$ cat src/rtl/digit_serial_adder_subtractor.sv
// Multi-cycle adder/subtractor processing DIGIT bits per clock, LSB digit first,
// with a sticky carry flag for ADC/SBB chaining and valid/ready handshakes.
module digit_serial_adder_subtractor #(
    parameter int WIDTH = 8,
    parameter int DIGIT = 2
) (
    input  logic             clock,
    input  logic             reset,
    input  logic             in_valid,
    output logic             in_ready,
    input  logic [1:0]       op,
    input  logic [WIDTH-1:0] a,
    input  logic [WIDTH-1:0] b,
    output logic             out_valid,
    input  logic             out_ready,
    output logic [WIDTH-1:0] r,
    output logic             carry,
    output logic             overflow,
    output logic             zero,
    output logic             negative
);

    localparam int STEPS = WIDTH / DIGIT;
    localparam int CNT_W = (STEPS > 1) ? $clog2(STEPS) : 1;
    localparam logic [CNT_W-1:0] LAST = CNT_W'(STEPS - 1);

    if (WIDTH < 2 || DIGIT < 1 || DIGIT > WIDTH || (WIDTH % DIGIT) != 0) begin : g_bad_params
        $error("digit_serial_adder_subtractor: illegal WIDTH/DIGIT combination");
    end

    typedef enum logic [1:0] {IDLE, RUN, DONE} state_t;

    state_t           state_q;
    logic [CNT_W-1:0] cnt_q;
    logic [WIDTH-1:0] a_q, b_q, r_q;
    logic             c_q, carry_q, ovf_q, zero_q, neg_q;

    logic             accept;
    logic [WIDTH-1:0] b_d, r_d;
    logic             cin_d, ovf_d;
    logic [DIGIT:0]   sum;

    // NOTE: every signal written here gets a default first, so no latch is inferred.
    always_comb begin
        in_ready = (state_q == IDLE) || (state_q == DONE && out_ready);
        accept   = in_valid && in_ready;
        b_d      = op[0] ? ~b : b;
        cin_d    = op[1] ? carry_q : op[0];
        sum      = {1'b0, a_q[int'(cnt_q)*DIGIT +: DIGIT]}
                 + {1'b0, b_q[int'(cnt_q)*DIGIT +: DIGIT]}
                 + {{DIGIT{1'b0}}, c_q};
        r_d      = r_q;
        r_d[int'(cnt_q)*DIGIT +: DIGIT] = sum[DIGIT-1:0];
        // Carry into the MSB recovered from the MSB sum bit: cin = a ^ b ^ s.
        ovf_d    = a_q[WIDTH-1] ^ b_q[WIDTH-1] ^ r_d[WIDTH-1] ^ sum[DIGIT];
    end

    // NOTE: sequential state uses non-blocking assignments only, so every register
    // sees the pre-edge values of the others regardless of statement order.
    always_ff @(posedge clock or posedge reset) begin
        if (reset) begin
            state_q <= IDLE;
            cnt_q   <= '0;
            a_q     <= '0;
            b_q     <= '0;
            r_q     <= '0;
            c_q     <= 1'b0;
            carry_q <= 1'b0;
            ovf_q   <= 1'b0;
            zero_q  <= 1'b0;
            neg_q   <= 1'b0;
        end else if (accept) begin
            a_q     <= a;
            b_q     <= b_d;
            c_q     <= cin_d;
            cnt_q   <= '0;
            state_q <= RUN;
        end else if (state_q == RUN) begin
            r_q   <= r_d;
            c_q   <= sum[DIGIT];
            cnt_q <= cnt_q + 1'b1;
            if (cnt_q == LAST) begin
                state_q <= DONE;
                carry_q <= sum[DIGIT];
                ovf_q   <= ovf_d;
                zero_q  <= (r_d == '0);
                neg_q   <= r_d[WIDTH-1];
            end
        end else if (state_q == DONE && out_ready) begin
            state_q <= IDLE;
        end
    end

    assign out_valid = (state_q == DONE);
    assign r         = r_q;
    assign carry     = carry_q;
    assign overflow  = ovf_q;
    assign zero      = zero_q;
    assign negative  = neg_q;

endmodule

$ cat config.mk
export PLATFORM = sky130hd
export DESIGN_NAME = digit_serial_adder_subtractor
export DESIGN_NICKNAME = d
export VERILOG_FILES = /design/src/rtl/digit_serial_adder_subtractor.sv
export SDC_FILE = /design/constraint.sdc
export NUM_CORES = 1
export LEC_CHECK = 0
export CAP_MARGIN = 40
export CELL_PAD_IN_SITES_DETAIL_PLACEMENT = 0
export CELL_PAD_IN_SITES_GLOBAL_PLACEMENT = 1
export CORE_UTILIZATION = 33
export CTS_CLUSTER_DIAMETER = 30
export DETAILED_ROUTE_END_ITERATION = 10
export PLACE_DENSITY = 0.77
export SYNTH_ARGS = -nofsm -noshare
export SYNTH_HDL_FRONTEND = slang
export SYNTH_SLANG_ARGS = --single-unit
export TNS_END_PERCENT = 30
$ cat constraint.sdc
create_clock -name clock -period 2.85 [get_ports clock]
set_input_delay 0.57 -clock clock [delete_from_list [all_inputs] [get_ports clock]]
set_output_delay 0.57 -clock clock [all_outputs]
set_load 0.02 [all_outputs]
Word-level counts from Yosys, hierarchy flattened
Index checks and enable logic that the tools add are counted.
- bits in registers: 33
- output and inout bits: 14
- logic and storage cells: 48
- input bits: 22
- equal/unequal tests: 4
- shifts and indexed selects: 4
- reductions and logical operators: 10
- bitwise logic cells: 5
- $add $sub $neg: 4
- mux-type cells: 11
- operator list (operator ; number):
    negation 3 -> 33 bit ; 1
    variable shift 2 x 33 -> 8 bit, first input constant ; 1
    indexed part select 2 x 33 -> 8 bit ; 1
    indexed part select 8 x 4 -> 2 bit ; 2
    two-way mux 2 bit ; 6
    bitwise mux 8 bit ; 1
    zero test 8 bit ; 1
    two-way mux 8 bit ; 1
    inverter 8 bit ; 1
    equality test 2 bit, second input constant ; 2
    AND reduction 2 bit ; 2
    adder 2 x 2 -> 3 bit ; 1
    adder 3 x 1 -> 3 bit ; 1
    two-way mux 1 bit ; 3
    inequality test 3 x 2 -> 1 bit, second input constant ; 1
    AND reduction 3 bit ; 1
    nonzero test 3 bit ; 1
    bitwise XOR 1 bit ; 3
    adder 2 x 1 -> 2 bit, second input constant ; 1
    equality test 2 x 1 -> 1 bit, second input constant ; 1
    logical AND 1 bit ; 2
    zero test 2 bit ; 1
    nonzero test 2 bit ; 1
    logical OR 1 bit ; 1
    inverter 1 bit ; 1

Longest topological paths before layout
Gate-level depths: netlist (run 1).
- word-level depth: 7
- mapped depth: 9
- mapped depth without buffers: 8

Worst setup path before layout (run 1)
No wires, ideal clock.
- kind: register -> register
- start: register cnt_q[1]
- end: register zero_q, in the netlist zero
- period minus slack after synthesis: 3022 ps
- buffers on the path: 1
- library setup time: 122 ps
- stages on the path, launching flop included: 10
- path slack: -172 ps
- arrival time: 2901 ps
- data required time: 2728 ps
- cell sequence: dfrtp_1 > clkbuf_1 > mux4_1 > fa_1 > inv_1 > fa_1 > nor4b_2 > mux2i_1 > and4_4 > a32o_1
- word-level cells in the longest chain between the ends: 6
- elaborated cells between the ends (all ways): 11
- classes of those cells: add/sub (3); eq/ne (1); shift (4); mux (1); reduce/logical (2)
- RTL lines (item ; RTL line ; source):
    start: declaration ; 34 ; logic [CNT_W-1:0] cnt_q;
    start signal: assignment ; 81 ; cnt_q <= cnt_q + 1'b1;
    indexed part select 8 x 4 -> 2 bit (on tied branches) ; 49, 50 ;
    adder 2 x 2 -> 3 bit ; 50 ; + {1'b0, b_q[int'(cnt_q)*DIGIT +: DIGIT]}
    adder 3 x 1 -> 3 bit ; 51 ; + {{DIGIT{1'b0}}, c_q};
    indexed part select 2 x 33 -> 8 bit ; 53 ; r_d[int'(cnt_q)*DIGIT +: DIGIT] = sum[DIGIT-1:0];
    bitwise mux 8 bit ; 53 ;
    zero test 8 bit ; 86 ; zero_q <= (r_d == '0);
    end signal: assignment ; 86 ;
    end: declaration ; 36 ; logic c_q, carry_q, ovf_q, zero_q, neg_q;
Several ways; a longest one is shown, not always the timed one.
A chain may end at the register's enable or synchronous reset.

Final worst setup path (run 1)
Same ends and word-level chain as after synthesis.

==> results_dict.tcl, run 1 <==
set metrics [dict create \
    run_status "completed" \
    gp_congestion 0.794 \
    dp_hpwl_microns 2670 \
    critPathCaptureType "flop" \
    worstMarginPinSlew_ns 0.446 \
    cpMostUsedCell "fa_2" \
    htree_levels 2 \
    cp_cell_sequence "mux4_2, fa_2, inv_2, fa_2, nor4b_2, mux2i_1, and4_4, a32o_1" \
    syn_area_per_cell_sq_um 11.3 \
    drt_iter0_markers 56 \
    fin_nets 233 \
    hold_viol 0 \
    grt_pass1_wl_microns 5890 \
    via_per_inst 4.72 \
    synth-seq-area-share 0.458 \
    skew_ns 0.00392 \
    dr.pass1.iters 4 \
    die_x_microns 75.9 \
    leakage_nw 1.05 \
    synth-edff-count 0 \
    rows 26 \
    cap_violations 0 \
    cts_hold_buf 0 \
    drc_errors 0 \
    routed_wl_microns 3500 \
    io_buffers 35 \
    ys_warn_count 0 \
    grt_max_degree 34 \
    powerDensity_nw_per_um2 404 \
    syn-cell-area_sq_um 1800 \
    fmax_mhz 360 \
    final_antenna_net_count 0 \
    seqCellArea_sq_um 827 \
    multiInputGateArea_sq_um 922 \
    syn_nets 189 \
    clock_tree.root_cell "clkbuf_8" \
    clockBufferDepth 2 \
    vias 1294 \
    place_area_sq_um 2240 \
    worst-setup-path-type "reg2reg" \
    grt_pass1_vias 1262 \
    fillers 504 \
    dieArea_sq_um 5760 \
    synth-main-ff-cell "dfrtp_1" \
    worst-path-buf-inv 1 \
    num_io_pins 36 \
    critPathSlowestCell "mux4_2" \
    critPathRequiredTime_ns 3.02 \
    finalSetupViolations 0 \
    fin_crit_sh 0.975 \
    fin_crit_ns 2.78 \
    layout_commonest_cell "clkdlybuf4s50_1" \
    syn2layout_area_growth_pct 33.5 \
    layout_common_cells "clkdlybuf4s50_1, dfrtp_1, nand2_1" \
    wl_per_cell_microns 12.8 \
    vdd_drop_max_uv 245 \
    die_h_microns 75.9 \
    tritoncts "done" \
    overflow 0 \
    finalInstanceArea_sq_um 2400 \
    crit_family "adder cells" \
    cp_max_fo 4 \
    track_usage 0.142 \
    cp-start-kind "flop" \
    coreArea_sq_um 5170 \
    hold_path_class "reg2reg" \
    worstPathArrival_ns 2.95 \
    synthCells 159 \
    cts_inserted_buffers 5 \
    ys_types 35 \
    cts_sinks 33 \
    async_reset_ff_frac 1.00 \
    clk_latency_ns 0.29 \
    antenna_cells 0 \
    max_stage_delay_ns 0.53 \
    slew_headroom 0.701 \
    drv_slew 0 \
    setup_tns_ns 0 \
    start_util 0.348 \
    drive_gt1_frac 0.191 \
    path_clk_slew_ns 0.07 \
    ys_ff_latch 33 \
    antenna_found_initial 0 \
]
[logic make-up after synthesis]
group	count (synthesis)	share of synthesized area
adder cells (fa/ha/maj)	8	0.0639
AO/OA/AOI/OAI	27	0.0986
flip-flops	33	0.458
multiplexers	20	0.154
buffers and inverters	16	0.0451
AND/OR/NAND/NOR	44	0.126
XOR/XNOR	11	0.0535
[tightest hold or removal path, delay by kind of cell (launching register included)]
| kind | cells | cell delay (ns) |
|---|---|---|
| AOI/OAI and AO/OA | 1 | 0.06 |
| DFF | 1 | 0.34 |
| and+or+nand+nor | 1 | 0.04 |
[final timing paths]
check	startpoint	end	slack, ns	cells past startpoint
worst max-delay path	cnt_q[1]$_DFFE_PP0P_	zero$_DFFE_PP0P_	0.07	8
worst min-delay path	b_q[1]$_DFFE_PP0P_	b_q[1]$_DFFE_PP0P_	0.48	2
worst max register to register	cnt_q[1]$_DFFE_PP0P_	zero$_DFFE_PP0P_	0.07	8
worst min register to register	b_q[1]$_DFFE_PP0P_	b_q[1]$_DFFE_PP0P_	0.48	2
max in group asynchronous	reset	cnt_q[1]$_DFFE_PP0P_	1.85	3
min in group asynchronous	reset	negative$_DFFE_PP0P_	0.67	3
[per-layer routing]
| metal | track usage | share of wire | vias up |
|---|---|---|---|
| met5 | 0 | 0 | - |
| met4 | 0.0782 | 0.026 | 0 |
| met3 | 0.0423 | 0.054 | 9 |
| met2 | 0.222 | 0.48 | 35 |
| met1 | 0.175 | 0.44 | 617 |
| li1 | - | - | 633 |
[synthesized netlist by cell type (all sizes together), types with 2 or more instances]
library cell  number  area share
dfrtp             33        0.46
nand2             21       0.044
o21ai             12       0.033
xnor2             11       0.053
mux2              10       0.063
nor2              10       0.021
inv                9       0.019
a21oi              6       0.017
buf                6       0.024
ha                 6       0.042
mux2i              6       0.033
mux4               4       0.058
nor2b              3       0.010
nor4b              3       0.018
and4bb             2       0.014
fa                 2       0.022
[flip-flops by register name (all words and copies together), names as in the netlist]
register / flops
negative: 1
state_q: 2
carry: 1
c_q: 1
b_q: 8
zero: 1
r: 8
cnt_q: 2
a_q: 8
overflow: 1
[power by group]
group,internal (W),switching (W)
sequential,0.000468,0
clock,0.000285,0.000164
combinational,0.0000337,0.0000198
total,0.000787,0.000184
[layout make-up]
| type | instances | share of cell area |
|---|---|---|
| inverter | 9 | 0.0140 |
| sequential | 33 | 0.344 |
| timing repair buffer | 44 | 0.174 |
| clock inverter | 1 | 0.0125 |
| multi-input combinational | 110 | 0.383 |
| tap | 70 | 0.0364 |
| clock buffer | 7 | 0.0359 |
[stage by stage]
step	power [W]	utilization	setup slack, ns	hold slack [ns]	instances
after floorplan	0.000496	-	-0.0000477	0.442	159
after global placement	0.000532	0.433	0.0799	0.466	264
after detailed placement	0.000532	0.433	0.0153	0.469	264
after CTS	0.000985	0.457	0.0195	0.484	273
after global routing	0.00101	0.465	-0.0217	0.506	274
final	0.000971	0.465	0.0711	0.480	274
[repair_timing]
action,CTS,global route
setup buffers,1,1
endpoints found under the setup margin,1,2
resized for setup,0,7
pin swaps,0,2
(Power assumes the default switching activity.)
==> inputs of run 2 (changes only) <==
CORE_ASPECT_RATIO = 1.25   (was not set)
==> run 2 against run 1 <==
Critical path type unchanged. Critical endpoint unchanged. Critical path depth stayed put. Combinational power is 0.7% lower. Flip-flop and latch count unchanged. Register-to-register slack better by 0.05 ns. Utilization down 1.4 points. Largest cell class unchanged.
==> results_dict.tcl, run 2 (same netlist as run 1, synthesis figures left out) <==
set metrics [dict create \
    clockBufferDepth 2 \
    cts_sinks 33 \
    fin_nets 230 \
    antenna_found_initial 0 \
    critPathCaptureType "flop" \
    gp_congestion 0.726 \
    worstPathArrival_ns 2.91 \
    drive_gt1_frac 0.179 \
    cap_violations 0 \
    dr.pass1.iters 2 \
    hold_viol 0 \
    p_int_w 0.000671 \
    finalInstanceArea_sq_um 2320 \
    num_io_pins 36 \
    wl_per_cell_microns 12.7 \
    holdWs_ns 0.475 \
    coreArea_sq_um 5150 \
    htree_levels 2 \
    place_area_sq_um 2220 \
    cts_inserted_buffers 5 \
    worst-setup-path-type "reg2reg" \
    clock_tree.root_cell "clkbuf_8" \
    cts_hold_buf 0 \
    via_per_inst 4.80 \
    dp_hpwl_microns 2540 \
    path_clk_slew_ns 0.07 \
    skew_ns 0.00891 \
    drc_errors 0 \
    critPathRequiredTime_ns 3.03 \
    cp_max_fo 4 \
    p_clk_frac 0.395 \
    postCtsSetupBuffers 0 \
    die_h_microns 84.6 \
    routed_wl_microns 3340 \
    die_x_microns 68.1 \
    dieArea_sq_um 5760 \
    fmax_mhz 367 \
    antenna_cells 0 \
    final_antenna_net_count 0 \
    run_status "completed" \
    vdd_drop_max_uv 206 \
    leakage_nw 1.02 \
    powerDensity_nw_per_um2 371 \
    syn2layout_area_growth_pct 28.8 \
    track_usage 0.136 \
    fin_crit_ns 2.72 \
    grt_max_degree 34 \
    io_buffers 35 \
    switchingPower_w 0.000191 \
    hold_path_class "reg2reg" \
    cp-start-kind "flop" \
    layout_commonest_cell "clkdlybuf4s50_1" \
    clk_latency_ns 0.29 \
    seq_power_share 0.543 \
    drv_slew 0 \
    start_util 0.350 \
    fin_crit_sh 0.956 \
    worstMarginPinSlew_ns 0.545 \
    p_total_w 0.000862 \
    finalSetupViolations 0 \
    grt_pass1_wl_microns 5800 \
    layout_common_cells "clkdlybuf4s50_1, dfrtp_1, nand2_1" \
    switching_share 0.221 \
    grt_pass1_vias 1247 \
    vias 1263 \
    slew_headroom 0.635 \
    tritoncts "done" \
    overflow 0 \
    drt_iter0_markers 28 \
    power_frac_comb 0.062 \
    rows 29 \
]
==> run 2: power by group through the flow <==
stage | combinational, W | sequential, W | clock (W)
finish | 0.0000531 | 0.000468 | 0.000340
global route | 0.0000591 | 0.000468 | 0.000366
CTS | 0.0000546 | 0.000468 | 0.000351
detailed placement | 0.0000547 | 0.000477 | 0
global placement | 0.0000546 | 0.000477 | 0
floorplan | 0.0000193 | 0.000477 | 0
==> run 2: path summary, 6_finish.rpt <==
kind | from | endpoint | slack (ns) | depth (start not counted)
max | cnt_q[1]$_DFFE_PP0P_ | zero$_DFFE_PP0P_ | 0.13 | 8
min | b_q[1]$_DFFE_PP0P_ | b_q[1]$_DFFE_PP0P_ | 0.47 | 2
max reg2reg | cnt_q[1]$_DFFE_PP0P_ | zero$_DFFE_PP0P_ | 0.13 | 8
min reg2reg | b_q[1]$_DFFE_PP0P_ | b_q[1]$_DFFE_PP0P_ | 0.47 | 2
max in group asynchronous | reset | cnt_q[1]$_DFFE_PP0P_ | 1.86 | 3
min in group asynchronous | reset | state_q[1]$_DFFE_PP0P_ | 0.67 | 3
==> run 2: cell type report <==
cell class / count / area, sq um
Sequential cell: 33 / 827
Fill cell: 514 / 2830
Clock buffer: 6 / 72.6
Tap cell: 62 / 77.6
Clock inverter: 2 / 10.0
Timing Repair Buffer: 41 / 395
Inverter: 9 / 33.8
Multi-Input combinational cell: 110 / 905
==> run 2: layer usage <==
layer / track usage / up-vias / share of wire
li1: - / 631 / -
met1: 0.167 / 599 / 0.43
met2: 0.224 / 28 / 0.51
met3: 0.0367 / 5 / 0.041
met4: 0.0455 / 0 / 0.016
met5: 0 / - / 0
==> run 2: repair_timing <==
item	in CTS	in global routing
endpoints found under the setup margin	0	3
gates resized for setup	0	4
hold endpoints to repair	0	0
==> run 2: metrics by stage <==
step	util	std cells	setup WS (ns)	setup TNS [ns]
floorplan	-	159	-0.0000477	-0.0000477
global placement	0.431	255	0.0861	0
detailed placement	0.431	255	0.0292	0
CTS	0.447	263	0.0169	0
global route	0.450	263	-0.0218	-0.0218
finish	0.450	263	0.126	0
==> run 2: critical path, stage by stage (launching register included) <==
cell and delay (ns):
dfrtp_2 0.41, mux4_2 0.52, fa_2 0.37, inv_2 0.06, fa_2 0.48, nor4b_2 0.23, mux2i_1 0.13, and4_4 0.19
a32o_1 0.23
